**src/rtl/cache_pkg.sv**
```systemverilog
// Shared types and constants for the L1 line-fill arbiter.
//   arb_state_t : arbiter FSM states
//   grant_t     : which L1 side owns the downstream port
//   LINE_W      : cache line width in bits
//   OFFSET_W    : byte-offset bits within a line (line addresses have these LSBs zero)
package cache_pkg;

  localparam int LINE_W   = 256;
  localparam int OFFSET_W = 5;

  typedef enum logic [2:0] {
    IDLE,
    SERVE_I,
    SERVE_D,
    RESP_I,
    RESP_D
  } arb_state_t;

  typedef enum logic {
    GRANT_I,
    GRANT_D
  } grant_t;

endpackage

```
**src/rtl/l1_pmem_arbiter_if.sv**
```systemverilog
// Line-fill memory port: one requester (master) and one responder (slave).
//   read / write : request type, held by the master until resp
//   address      : line address
//   wdata        : writeback line
//   rdata        : returned line, valid with resp
//   resp         : one-cycle completion pulse from the slave
interface l1_pmem_arbiter_if #(
  parameter int ADDR_W = 32,
  parameter int LINE_W = 256
);

  logic              read;
  logic              write;
  logic [ADDR_W-1:0] address;
  logic [LINE_W-1:0] wdata;
  logic [LINE_W-1:0] rdata;
  logic              resp;

  modport master (
    output read,
    output write,
    output address,
    output wdata,
    input  rdata,
    input  resp
  );

  modport slave (
    input  read,
    input  write,
    input  address,
    input  wdata,
    output rdata,
    output resp
  );

endinterface

```
**src/rtl/l1_pmem_arbiter_reg.sv**
```systemverilog
// Parameterised load-enable register with async active-low clear.
//   clk, rst_n : clock and async reset (clears q to zero)
//   en         : load d into q at the rising edge
//   d, q       : W-bit data in / held value out
module l1_pmem_arbiter_reg #(
  parameter int W = 256
) (
  input  logic         clk,
  input  logic         rst_n,
  input  logic         en,
  input  logic [W-1:0] d,
  output logic [W-1:0] q
);

  always_ff @(posedge clk or negedge rst_n) begin
    if (!rst_n) begin
      q <= '0;
    end else if (en) begin
      q <= d;
    end
  end

endmodule

```
**src/rtl/l1_pmem_arbiter.sv**
```systemverilog
// Arbiter between the L1I (read-only) and L1D (read/write) line-fill ports and
// a single downstream L2 port. One downstream transaction at a time; ties are
// broken round-robin. Every downstream output is registered.
//   clk, rst_n : clock, async active-low reset
//   i_bus      : L1I port (slave side; write/wdata are ignored)
//   d_bus      : L1D port (slave side)
//   l2_bus     : downstream port (master side)
//
// state   | meaning
// --------+---------------------------------------------------------------
// IDLE    | no transaction; arbitrate between pending I and D requests
// SERVE_I | L1I read outstanding downstream, waiting for l2 resp
// SERVE_D | L1D read or writeback outstanding downstream
// RESP_I  | one-cycle resp pulse to L1I; line already in i rdata register
// RESP_D  | one-cycle resp pulse to L1D; rdata updated only for reads
module l1_pmem_arbiter #(
  parameter int ADDR_W = 32,
  parameter int LINE_W = cache_pkg::LINE_W
) (
  input  logic                     clk,
  input  logic                     rst_n,
  l1_pmem_arbiter_if.slave         i_bus,
  l1_pmem_arbiter_if.slave         d_bus,
  l1_pmem_arbiter_if.master        l2_bus
);

  import cache_pkg::*;

  arb_state_t        state_q, state_d;
  grant_t            last_q, last_d;
  logic              rd_q, rd_d;
  logic              wr_q, wr_d;
  logic [ADDR_W-1:0] addr_q, addr_d;
  logic [LINE_W-1:0] wdata_q, wdata_d;
  logic              ld_i, ld_d;
  logic              req_i, req_d, pick_i;

  // The L1I port never writes.
  logic unused_i_side;
  assign unused_i_side = ^{i_bus.write, i_bus.wdata};

  assign req_i  = i_bus.read;
  assign req_d  = d_bus.read | d_bus.write;
  // I wins when it is the only requester or when D had the previous grant.
  assign pick_i = req_i && (!req_d || (last_q == GRANT_D));

  always_ff @(posedge clk or negedge rst_n) begin
    if (!rst_n) begin
      state_q <= IDLE;
      last_q  <= GRANT_D;
      rd_q    <= 1'b0;
      wr_q    <= 1'b0;
      addr_q  <= '0;
      wdata_q <= '0;
    end else begin
      state_q <= state_d;
      last_q  <= last_d;
      rd_q    <= rd_d;
      wr_q    <= wr_d;
      addr_q  <= addr_d;
      wdata_q <= wdata_d;
    end
  end

  always_comb begin
    state_d = state_q;
    last_d  = last_q;
    rd_d    = rd_q;
    wr_d    = wr_q;
    addr_d  = addr_q;
    wdata_d = wdata_q;
    ld_i    = 1'b0;
    ld_d    = 1'b0;
    case (state_q)
      IDLE: begin
        if (pick_i) begin
          state_d = SERVE_I;
          last_d  = GRANT_I;
          rd_d    = 1'b1;
          wr_d    = 1'b0;
          addr_d  = i_bus.address;
        end else if (req_d) begin
          // read+write together is illegal; the write takes priority
          state_d = SERVE_D;
          last_d  = GRANT_D;
          rd_d    = ~d_bus.write;
          wr_d    = d_bus.write;
          addr_d  = d_bus.address;
          wdata_d = d_bus.wdata;
        end
      end
      SERVE_I: begin
        if (l2_bus.resp) begin
          state_d = RESP_I;
          rd_d    = 1'b0;
          ld_i    = 1'b1;
        end
      end
      SERVE_D: begin
        if (l2_bus.resp) begin
          state_d = RESP_D;
          ld_d    = rd_q;     // writebacks leave d rdata untouched
          rd_d    = 1'b0;
          wr_d    = 1'b0;
        end
      end
      RESP_I, RESP_D: begin
        state_d = IDLE;
      end
      default: begin
        state_d = IDLE;
      end
    endcase
  end

  l1_pmem_arbiter_reg #(.W(LINE_W)) u_i_rdata (
    .clk   (clk),
    .rst_n (rst_n),
    .en    (ld_i),
    .d     (l2_bus.rdata),
    .q     (i_bus.rdata)
  );

  l1_pmem_arbiter_reg #(.W(LINE_W)) u_d_rdata (
    .clk   (clk),
    .rst_n (rst_n),
    .en    (ld_d),
    .d     (l2_bus.rdata),
    .q     (d_bus.rdata)
  );

  assign i_bus.resp     = (state_q == RESP_I);
  assign d_bus.resp     = (state_q == RESP_D);
  assign l2_bus.read    = rd_q;
  assign l2_bus.write   = wr_q;
  assign l2_bus.address = addr_q;
  assign l2_bus.wdata   = wdata_q;

endmodule

```
**src/flat_wrapper.sv**
```systemverilog
// flat-port wrapper written by rule: the top's interface ports become plain ports
module l1_pmem_arbiter_flat import cache_pkg::*;
#(
  parameter int ADDR_W = 32,
  parameter int LINE_W = cache_pkg::LINE_W
)
  (clk, rst_n, i_bus_read, i_bus_write, i_bus_address, i_bus_wdata, i_bus_rdata, i_bus_resp, d_bus_read, d_bus_write, d_bus_address, d_bus_wdata, d_bus_rdata, d_bus_resp, l2_bus_read, l2_bus_write, l2_bus_address, l2_bus_wdata, l2_bus_rdata, l2_bus_resp);
  l1_pmem_arbiter_if #(.ADDR_W(ADDR_W), .LINE_W(LINE_W)) i_bus_i ();
  l1_pmem_arbiter_if #(.ADDR_W(ADDR_W), .LINE_W(LINE_W)) d_bus_i ();
  l1_pmem_arbiter_if #(.ADDR_W(ADDR_W), .LINE_W(LINE_W)) l2_bus_i ();
  input  logic clk;
  input  logic rst_n;
  input wire logic [$bits(i_bus_i.read)-1:0] i_bus_read;
  input wire logic [$bits(i_bus_i.write)-1:0] i_bus_write;
  input wire logic [$bits(i_bus_i.address)-1:0] i_bus_address;
  input wire logic [$bits(i_bus_i.wdata)-1:0] i_bus_wdata;
  output wire logic [$bits(i_bus_i.rdata)-1:0] i_bus_rdata;
  output wire logic [$bits(i_bus_i.resp)-1:0] i_bus_resp;
  input wire logic [$bits(d_bus_i.read)-1:0] d_bus_read;
  input wire logic [$bits(d_bus_i.write)-1:0] d_bus_write;
  input wire logic [$bits(d_bus_i.address)-1:0] d_bus_address;
  input wire logic [$bits(d_bus_i.wdata)-1:0] d_bus_wdata;
  output wire logic [$bits(d_bus_i.rdata)-1:0] d_bus_rdata;
  output wire logic [$bits(d_bus_i.resp)-1:0] d_bus_resp;
  output wire logic [$bits(l2_bus_i.read)-1:0] l2_bus_read;
  output wire logic [$bits(l2_bus_i.write)-1:0] l2_bus_write;
  output wire logic [$bits(l2_bus_i.address)-1:0] l2_bus_address;
  output wire logic [$bits(l2_bus_i.wdata)-1:0] l2_bus_wdata;
  input wire logic [$bits(l2_bus_i.rdata)-1:0] l2_bus_rdata;
  input wire logic [$bits(l2_bus_i.resp)-1:0] l2_bus_resp;
  assign i_bus_i.read = i_bus_read;
  assign i_bus_i.write = i_bus_write;
  assign i_bus_i.address = i_bus_address;
  assign i_bus_i.wdata = i_bus_wdata;
  assign i_bus_rdata = i_bus_i.rdata;
  assign i_bus_resp = i_bus_i.resp;
  assign d_bus_i.read = d_bus_read;
  assign d_bus_i.write = d_bus_write;
  assign d_bus_i.address = d_bus_address;
  assign d_bus_i.wdata = d_bus_wdata;
  assign d_bus_rdata = d_bus_i.rdata;
  assign d_bus_resp = d_bus_i.resp;
  assign l2_bus_read = l2_bus_i.read;
  assign l2_bus_write = l2_bus_i.write;
  assign l2_bus_address = l2_bus_i.address;
  assign l2_bus_wdata = l2_bus_i.wdata;
  assign l2_bus_i.rdata = l2_bus_rdata;
  assign l2_bus_i.resp = l2_bus_resp;
  l1_pmem_arbiter #(.ADDR_W(ADDR_W), .LINE_W(LINE_W)) u_core (.clk(clk), .rst_n(rst_n), .i_bus(i_bus_i), .d_bus(d_bus_i), .l2_bus(l2_bus_i));
endmodule
```
**config.mk**
```make
export PLATFORM = sky130hd
export DESIGN_NAME = l1_pmem_arbiter_flat
export DESIGN_NICKNAME = d
export VERILOG_FILES = /design/src/rtl/cache_pkg.sv /design/src/rtl/l1_pmem_arbiter_if.sv /design/src/rtl/l1_pmem_arbiter_reg.sv /design/src/rtl/l1_pmem_arbiter.sv /design/src/flat_wrapper.sv
export SDC_FILE = /design/constraint.sdc
export NUM_CORES = 1
export LEC_CHECK = 0
export BUFFER_PORTS_ARGS = -buffer_cell sky130_fd_sc_hd__buf_2
export CAP_MARGIN = 20
export CORE_AREA = 2 2 643 645
export CTS_CLUSTER_DIAMETER = 40
export DETAILED_ROUTE_END_ITERATION = 10
export DIE_AREA = 0 0 645 647
export MAX_ROUTING_LAYER = met4
export PLACE_DENSITY = 0.3
export RECOVER_POWER = 50
export SLEW_MARGIN = 25
export SYNTH_ARGS = -nofsm -noshare
export SYNTH_HDL_FRONTEND = slang
export SYNTH_SLANG_ARGS = --single-unit
```
**constraint.sdc**
```tcl
create_clock -name clk -period 2.6 [get_ports clk]
set_input_delay 0.13 -clock clk [delete_from_list [all_inputs] [get_ports clk]]
set_output_delay 0.13 -clock clk [all_outputs]
set_load 0.01 [all_outputs]
```
==> metrics, run 1 <==
status finished, violations left; violated checks capacitance limit, slew limit; clock slew at reported path FFs 0.04 ns; max cap viols 1; Yosys cell types 31; Async SR Flop Fraction 100%; die width 645 um; CP Cell Sequence dlygate4sd3_1 > clkbuf_2 > buf_6; Yosys reg bits 806; Hold Crit Class in2reg; vias in the first global route ~29000; Root Driver clkbuf_16; DR pass1 iterations 4; Worst setup EP type async pin; Clock Latency Late Sink 0.89 ns; post-route ant nets 0; commonest cells after routing, fill and taps aside buf_2, dlygate4sd3_1, dfrtp_1; WS Path Type in2async; Tcrit/Tclk final 87.4%; first-pass GRT wire length roughly 270000 um; predominant post-synthesis flop cell dfrtp_1; slowest stage delay, CP roughly 1.7 ns; Mean Syn Cell Area about 17 sq um; drt via density 2.67; postcts setup bufs 0; NumNets Final 5100; Final Skew 0.0623 ns; initial drt markers 962; # setup viols final 0; Design Power 77400 uW; Die Span Y between 600 and 700 um; leading area contributor after synthesis dfrtp_1; H-tree levels 4; Rel. slew slack -66.9%; Slowest-stage cell, CP clkbuf_2; Hold Fails Final Rpt 0; Top-Level Pins 1643; port bufs about 1400; # rows 236; initial antenna violation count 130; maximum fanout along the worst path 57; initial core utilization roughly 7.6%; Cell Area, Synth 31300 sq um; Leak Pwr 0.0256 uW; Fin Hold WS ~0.12 ns; Post-synth EDFFs 0; share of the synthesized area in the top cell type 64.4%; Synthesized Nets 2683; CP Depth 3; Routed wire per std cell 21.3 um; setup TNS 0 ns; Max clock buf depth 4; unrepaired setup endpoints after global routing no; layout cells sized above 1 49.1%; pin count of the biggest net entering global routing 66; CTS tree done; Pwr per Cell Area ~1300 nW/um^2; Final GP Congestion 0.811; core area 411000 sq um; Tmin final 2.27 ns; Post-Syn Instances 1844; Slew @ Worst Pin 2.50 ns; CTS-repair resized insts 0; Buffers & Inverters on Critical Path 3; sequential share of the synthesized area 64.5%; DRC viols 0; hold path depth 3; Highest Clock Rate roughly 440 MHz; worst vdd ir 0.645 mV; Synth area leaders dfrtp_1, mux2_2, mux2_4, buf_6, buf_2; CP arrival ~3.2 ns; Num Clock Sinks approximately 800; drt total wl 211000 um; R2R cell count 5; Max Slew Vio Count 23; synth-to-layout area growth 93.5%; grt ovf 0; Crit path required time 3.53 ns; dpl hpwl 172000 um; family with the most delay on the worst path buffers and inverters; Vias 26400; commonest non-fill, non-tap cell in the layout buf_2; die area around 420000 sq um; Warnings, synthesis 0; gr usage total 9.99%; Critical Path Source Type input port; cts bufs inserted 192
## metrics by stage
step           std cells  util [%]  cell area (sq um)  setup slack (ns)
3_3_place_gp        8677      11.1              45500             0.232
6_report            9913      14.7              60500             0.327
4_1_cts             9885      14.8              61000             0.259
2_1_floorplan       1844         -              31300             0.756
5_1_grt             9906      14.7              60500            0.0999
3_5_place_dp        8677      11.1              45500             0.265
## worst paths after layout
path | end | from | slack, ns
min reg2reg | u_core.u_i_rdata.q[167] | u_core.u_i_rdata.q[167] | 0.49
max in group clk | u_core.l2_bus.wdata[94] | u_core.state_q[2] | 0.33
min in group asynchronous | u_core.u_d_rdata.q[85] | rst_n | 1.46
min | u_core.l2_bus.wdata[202] | d_bus_wdata[202] | 0.12
max | u_core.l2_bus.wdata[174] | rst_n | 0.33
max reg2reg | u_core.l2_bus.wdata[94] | u_core.state_q[2] | 0.33
## flip-flops by register name (all words and copies together), names as in the netlist
register,cells
u_core.l2_bus.address,32
u_core.state_q,3
u_core.l2_bus.read,1
u_core.u_i_rdata.q,256
u_core.l2_bus.wdata,256
u_core.l2_bus.write,1
u_core.last_q,1
u_core.u_d_rdata.q,256
## power breakdown
group | internal (uW) | switching, uW | leakage, uW
sequential | 19100 | 3970 | 0.00957
clock | 17500 | 8260 | 0.00334
combinational | 12900 | 15700 | 0.0127
total | 49500 | 27900 | 0.0256
## layer usage
metal,track usage (%),vias up,wire length (um)
met1,9.95,13300,74900
li1,-,11500,-
met4,3.04,0,7490
met2,18.4,1204,113000
met5,-,-,0
met3,3.21,386,16200
## layout make-up
class | count | area [sq um]
Antenna cell | 28 | 70.1
Sequential cell | 806 | 20200
Inverter | 2 | 7.51
Clock inverter | 99 | 1540
Timing Repair Buffer | 2336 | 16100
Clock buffer | 245 | 5340
Tap cell | 5474 | 6850
Fill cell | 46400 | 351000
Multi-Input combinational cell | 923 | 10400
## cells in the mapped netlist, types with 2 or more instances
| cell | number |
|---|---|
| dfrtp_1 | 805 |
| mux2_2 | 539 |
| mux2_4 | 229 |
| buf_2 | 58 |
| a21oi_1 | 34 |
| o21ai_0 | 33 |
| a31oi_1 | 32 |
| nand3_1 | 32 |
| buf_6 | 27 |
| clkbuf_1 | 27 |
| nand2_1 | 4 |
| nor2_1 | 3 |
| inv_1 | 2 |
| o21bai_1 | 2 |
## what timing repair did
item / CTS / global route
endpoints found under the hold margin: 1378 / 0
endpoints found under the setup margin: 0 / 0
hold buffers: 864 / 0
## cells by family (layout without fill, tap and decap cells)
kind of cell    count (synthesis)  count (layout)  synth area share, %
compound gates                105             105                 1.88
buf+inv                       115            2682                 2.27
flops                         806             806                 64.5
mux                           769             769                 30.4
other cells                     0              28                    0
simple gates                   49              49                0.877
## worst reg2reg max path: cells and delay by family (launching register included)
kind | cells | cell delay, ns
DFF | 1 | 0.49
and+or+nand+nor | 1 | 0.26
buffers and inverters | 2 | 0.74
muxes | 1 | 0.40
AOI/OAI and AO/OA | 1 | 0.21
(Power assumes the default switching activity.)
==> run 2, diff against run 1 <==
RECOVER_POWER = 100   (was 50)
==> run 2 against run 1 <==
The flow still finishes with violations (capacitance limit, slew limit). Fmax fell by 3.9%. Routed wire length fell by 0.32%. Via count hardly changed. Critical path depth up 1. Sequential power is essentially flat. Clock skew grew 0.0022 ns. Power fell by 4.1%. Sequential share of layout area rose by 0.81 points. Highest routed layer unchanged.
==> metrics, run 2 (same netlist as run 1, synthesis figures left out) <==
status finished, violations left; violated checks capacitance limit, slew limit; initial drt markers 976; port bufs 1385; Highest Clock Rate 423 MHz; postcts setup bufs 0; first-pass GRT wire length 274000 um; unrepaired setup endpoints after global routing no; Filler Cell Count 46800; Vias 26400; synth-to-layout area growth 88.9%; WS Path Type reg2reg; vias in the first global route between 20000 and 30000; drt total wl ~210000 um; Critical Path Source Type register; initial core utilization under 10%; commonest cells after routing, fill and taps aside dlygate4sd3_1, clkbuf_1, dfrtp_1; Die Span Y 647 um; CTS tree done; Max Slew Vio Count 23; dpl hpwl 172000 um; initial antenna violation count 130; hold buffer count at cts around 860; Max clock buf depth 4; CP arrival 3.11 ns; Final Skew 0.0645 ns; Routed wire per std cell 21.2 um; post-route ant nets 0; Hold Crit Class in2reg; Tcrit/Tclk final 91.0%; Root Driver clkbuf_16; grt ovf 0; dpl cell area ~45000 sq um; NumNets Final 5100; Leak Pwr 0.0237 uW; H-tree levels 4; Final GP Congestion between 0.8 and 0.9; post-layout util 14.4%; Rel. slew slack -67.2%; # setup viols final 0; Hold Fails Final Rpt 0; DRC viols 0; CTS-repair resized insts 0; Crit path required time 3.34 ns; Worst setup EP type register; Top-Level Pins 1643; gr usage total 9.99%; final instance area 59100 sq um; die width 645 um; # rows 236; Num Clock Sinks 806; Slew @ Worst Pin approximately 2.5 ns; Clock Latency Late Sink 0.89 ns; max cap viols 1; cts bufs inserted 192; pin count of the biggest net entering global routing 66; clock slew at reported path FFs 0.05 ns; DR pass1 iterations 5; core area 411000 sq um; Tmin final 2.37 ns; maximum fanout along the worst path 17; worst vdd ir 0.624 mV; die area 417000 sq um; hold_sp d_bus_wdata[88]; Design Power roughly 74000 uW; crit path launch u_core.state_q[2]; commonest non-fill, non-tap cell in the layout dlygate4sd3_1; Pwr per Cell Area ~1300 nW/um^2; setup TNS 0 ns; layout cells sized above 1 between 30% and 40%; FF-to-FF Start u_core.state_q[2]; drt via density 2.67
==> run 2: changes by cell type in the layout (fill, tap and decap cells not counted) <==
cell	before	now
mux2_4	229	20
buf_6	2	6
buf_4	28	12
mux2_1	0	210
nand2_4	1	0
clkbuf_2	14	25
clkbuf_4	0	7
nand2_1	3	4
buf_2	983	580
mux2_2	539	538
clkbuf_1	431	837
buf_12	34	25
==> run 2: report_power, final <==
part / internal, uW / total [uW] / switching (uW)
combinational: 10000 / 25400 / 15400
sequential: 19100 / 23000 / 3950
clock: 17500 / 25800 / 8260
==> run 2: worst max-delay path, cell delays in order, from the launching register on <==
cell      delay, ns
dfrtp_1        0.49
nor4bb_4       0.73
buf_12         0.24
clkbuf_4       0.38
mux2_2         0.39
==> run 2: final timing paths <==
path	end	slack, ns	cells past startpoint
max	u_core.u_i_rdata.q[157]	0.23	4
min	u_core.l2_bus.wdata[88]	0.10	3
max reg2reg	u_core.u_i_rdata.q[157]	0.23	4
max in group asynchronous	u_core.l2_bus.wdata[174]	0.32	3
min in group asynchronous	u_core.u_d_rdata.q[85]	1.46	3
min reg2reg	u_core.l2_bus.wdata[118]	0.48	1
==> run 2: cell type report <==
cell class / instances / area (sq um) / share of cell area (%)
multi-input cells: 923 / 9630 / 16.3
repair buffers: 2336 / 15400 / 26.2
clock buffers: 245 / 5340 / 9.05
diodes: 28 / 70.1 / 0.119
clock inverters: 99 / 1540 / 2.60
well taps: 5474 / 6850 / 11.6
flip-flops and latches: 806 / 20200 / 34.2
inverters: 2 / 7.51 / 0.0127
==> run 2: per-stage QoR <==
stage | instances | hold slack, ns | worst slack [ns]
after global placement | 8677 | 0.302 | 0.232
after floorplan | 1844 | -0.166 | 0.756
after global routing | 9906 | 0.0209 | 0.0913
after detailed placement | 8677 | 0.308 | 0.265
final | 9913 | 0.101 | 0.234
after CTS | 9885 | 0.0000413 | 0.259
==> run 2: routing by layer <==
metal  part of all wire [%]  global-route usage (%)
met5                      0                       -
met4                    3.9                    3.04
met3                    7.7                    3.21
met2                     53                    18.4
met1                     35                    9.95
==> run 3, diff against run 2 <==
CORE_AREA = 2 2 638 640   (was 2 2 643 645)
DIE_AREA = 0 0 640 642   (was 0 0 645 647)
SYNTH_HIERARCHICAL = 1   (was default)
==> run 3 against run 2 <==
The flow still finishes with violations (capacitance limit, slew limit). Flip-flop and latch count is the same. Utilization about the same. Fmax fell by 2.6%. First-iteration DRC count shrank 7.7%. Hold slack got worse by 0.0035 ns. Global-route usage increased by 1.1 points. Power decreased by 0.13%. Critical path type unchanged.
==> metrics, run 3 <==
Tmin final 2.43 ns; Synthesized Nets around 2700; Die Span Y around 640 um; WS Path Type reg2reg; first-pass GRT wire length 294000 um; Post-synth EDFFs 0; Yosys cell types 33; die area 411000 sq um; Filler Cell Count 45600; sequential share of the synthesized area 65.6%; setup TNS 0 ns; Root Driver clkbuf_16; slowest stage delay, CP 0.60 ns; port bufs 1385; Slew @ Worst Pin 1.94 ns; FF-to-FF Start u_core/state_q[1]; post-route ant nets 0; CTS tree done; initial drt markers 901; Crit path required time 3.33 ns; Clock Latency Late Sink 0.87 ns; Yosys reg bits between 800 and 900; Top-Level Pins 1643; maximum fanout along the worst path 33; Leak Pwr 0.0231 uW; Slowest-stage cell, CP dlygate4sd3_1; crit path launch u_core/state_q[1]; Critical Path Source Type register; Highest Clock Rate 412 MHz; Vias 26600; Max clock buf depth 4; CP Cell Sequence or3_1 > a21oi_4 > clkbuf_4 > a31oi_1 > dlygate4sd3_1; H-tree levels 4; Cell Area, Synth 30700 sq um; Worst setup EP type register; # setup viols final 0; vias in the first global route around 30000; Max Used Layer met4; Worst R2R End u_core/l2_bus.address[6]; share of the synthesized area in the top cell type 65.5%; leading area contributor after synthesis dfrtp_1; synth-to-layout area growth 89.5%; Async SR Flop Fraction 100%; met2 wire len about 110000 um; dpl hpwl between 150000 and 200000 um; cts bufs inserted 199; CP arrival about 3.2 ns; hold_sp d_bus_wdata[237]; Final GP Congestion 0.857; Place WS 0.264 ns; Design Power 74100 uW; initial antenna violation count 166; wire length on met3 21700 um; wire length on met1 84600 um; most frequent cell after synthesis dfrtp_1; Hold Crit Class in2reg; initial core utilization 7.60%; Mean Syn Cell Area 16.7 sq um; layout cells sized above 1 34.6%; commonest cells after routing, fill and taps aside clkbuf_1, dfrtp_1, dlygate4sd3_1; max cap viols 1; slack of the worst reg-to-reg path 0.17 ns; # rows approximately 230; NumNets Final 5041; die width about 640 um; fin worst setup slack about 0.17 ns; grt ovf 0; core area approximately 400000 sq um; R2R cell count 5; Hold Fails Final Rpt 0; DR pass1 iterations 7; drt via density 2.70; Rel. slew slack -29.6%; predominant post-synthesis flop cell dfrtp_1; dpl cell area 44500 sq um; worst vdd ir 0.572 mV; clock slew at reported path FFs 0.05 ns; final instance area 58300 sq um; Critical path destination u_core/l2_bus.address[6]; commonest non-fill, non-tap cell in the layout clkbuf_1; Routed wire per std cell 23.3 um; Warnings, synthesis 6; Pwr per Cell Area 1270 nW/um^2; pin count of the biggest net entering global routing 95; Post-synth top cells dfrtp_1, mux2_2, mux2_1, buf_6, o21ai_0; Tcrit/Tclk final 93.5%; status finished, violations left; Final Skew 0.0602 ns; gr usage total about 11%; Post-Syn Instances 1845; Max Slew Vio Count 22; violated checks capacitance limit, slew limit; unrepaired setup endpoints after global routing no; Num Clock Sinks 806; drt total wl around 230000 um; DRC viols 0; Synth area leaders dfrtp_1, mux2_2, mux2_1, buf_6, a31oi_1
## run 3: cell count changes after synthesis, moves of 2 or more
cell,delta
mux2_1,+240
mux2_4,-229
buf_2,-54
buf_6,+46
mux2_2,-11
buf_4,+4
buf_8,+3
nor3_1,+3
clkbuf_1,-2
nand2_1,-2
nand2b_1,+2
o21ai_0,+2
## run 3: repair_timing
item | 4_1_cts | 5_1_grt
gates resized for setup | 0 | 0
endpoints found under the hold margin | 1573 | 0
hold buffers | 793 | 0
endpoints found under the setup margin | 0 | 0
buffers inserted | 0 | 0
## run 3: worst max-delay path: cells and delay by family (launching register included)
kind,cells,cell delay (ns)
compound gates,2,0.32
simple gates,1,0.48
buf+inv,2,1.06
flops,1,0.44
## run 3: final cells by class
cell class	count	area [sq um]	area share, %
Inverter	1	3.75	0.00644
Clock inverter	98	1500	2.57
Sequential cell	806	20200	34.6
Timing Repair Buffer	2266	14600	25.1
Multi-Input combinational cell	928	9570	16.4
Antenna cell	52	130	0.223
Tap cell	5428	6790	11.7
Clock buffer	261	5490	9.43
## run 3: worst min path at each step
| stage | cells after the start | endpoint | slack [ns] |
|---|---|---|---|
| 2_1_floorplan | 0 | u_core/l2_bus.address[0] | -0.17 |
| 3_3_place_gp | 1 | u_core/l2_bus.address[7] | 0.22 |
| 3_5_place_dp | 1 | u_core/l2_bus.address[7] | 0.21 |
| 4_1_cts | 3 | u_core/l2_bus.wdata[67] | 0.0004 |
| 5_1_grt | 3 | u_core/l2_bus.wdata[14] | 0.03 |
| 6_report | 3 | u_core/l2_bus.wdata[237] | 0.1 |
## run 3: layer usage
layer / global-route usage, % / vias to the layer above
met5: - / -
met2: 19.6 / 1217
met3: 4.13 / 445
met1: 11.6 / 13400
met4: 2.59 / 0
li1: - / 11500
## run 3: cells by family after synthesis
family | Yosys count | share of synthesized area, %
buf+inv | 111 | 3.33
simple gates | 51 | 0.891
flops | 806 | 65.6
mux | 768 | 28.1
compound gates | 109 | 2.04
## run 3: power by group
group          internal (uW)  switching (uW)  leakage, uW
clock                  17400            8530      0.00336
sequential             19000            3770      0.00961
combinational           9770           15600       0.0102
## run 3: metrics by stage
| step | hold WS [ns] | util, % | std cells |
|---|---|---|---|
| after floorplan | -0.166 | - | 1845 |
| after global placement | 0.222 | 11.0 | 8636 |
| after detailed placement | 0.213 | 11.0 | 8636 |
| after CTS | 0.000405 | 14.7 | 9788 |
| after global routing | 0.0288 | 14.4 | 9828 |
| final | 0.0974 | 14.4 | 9840 |
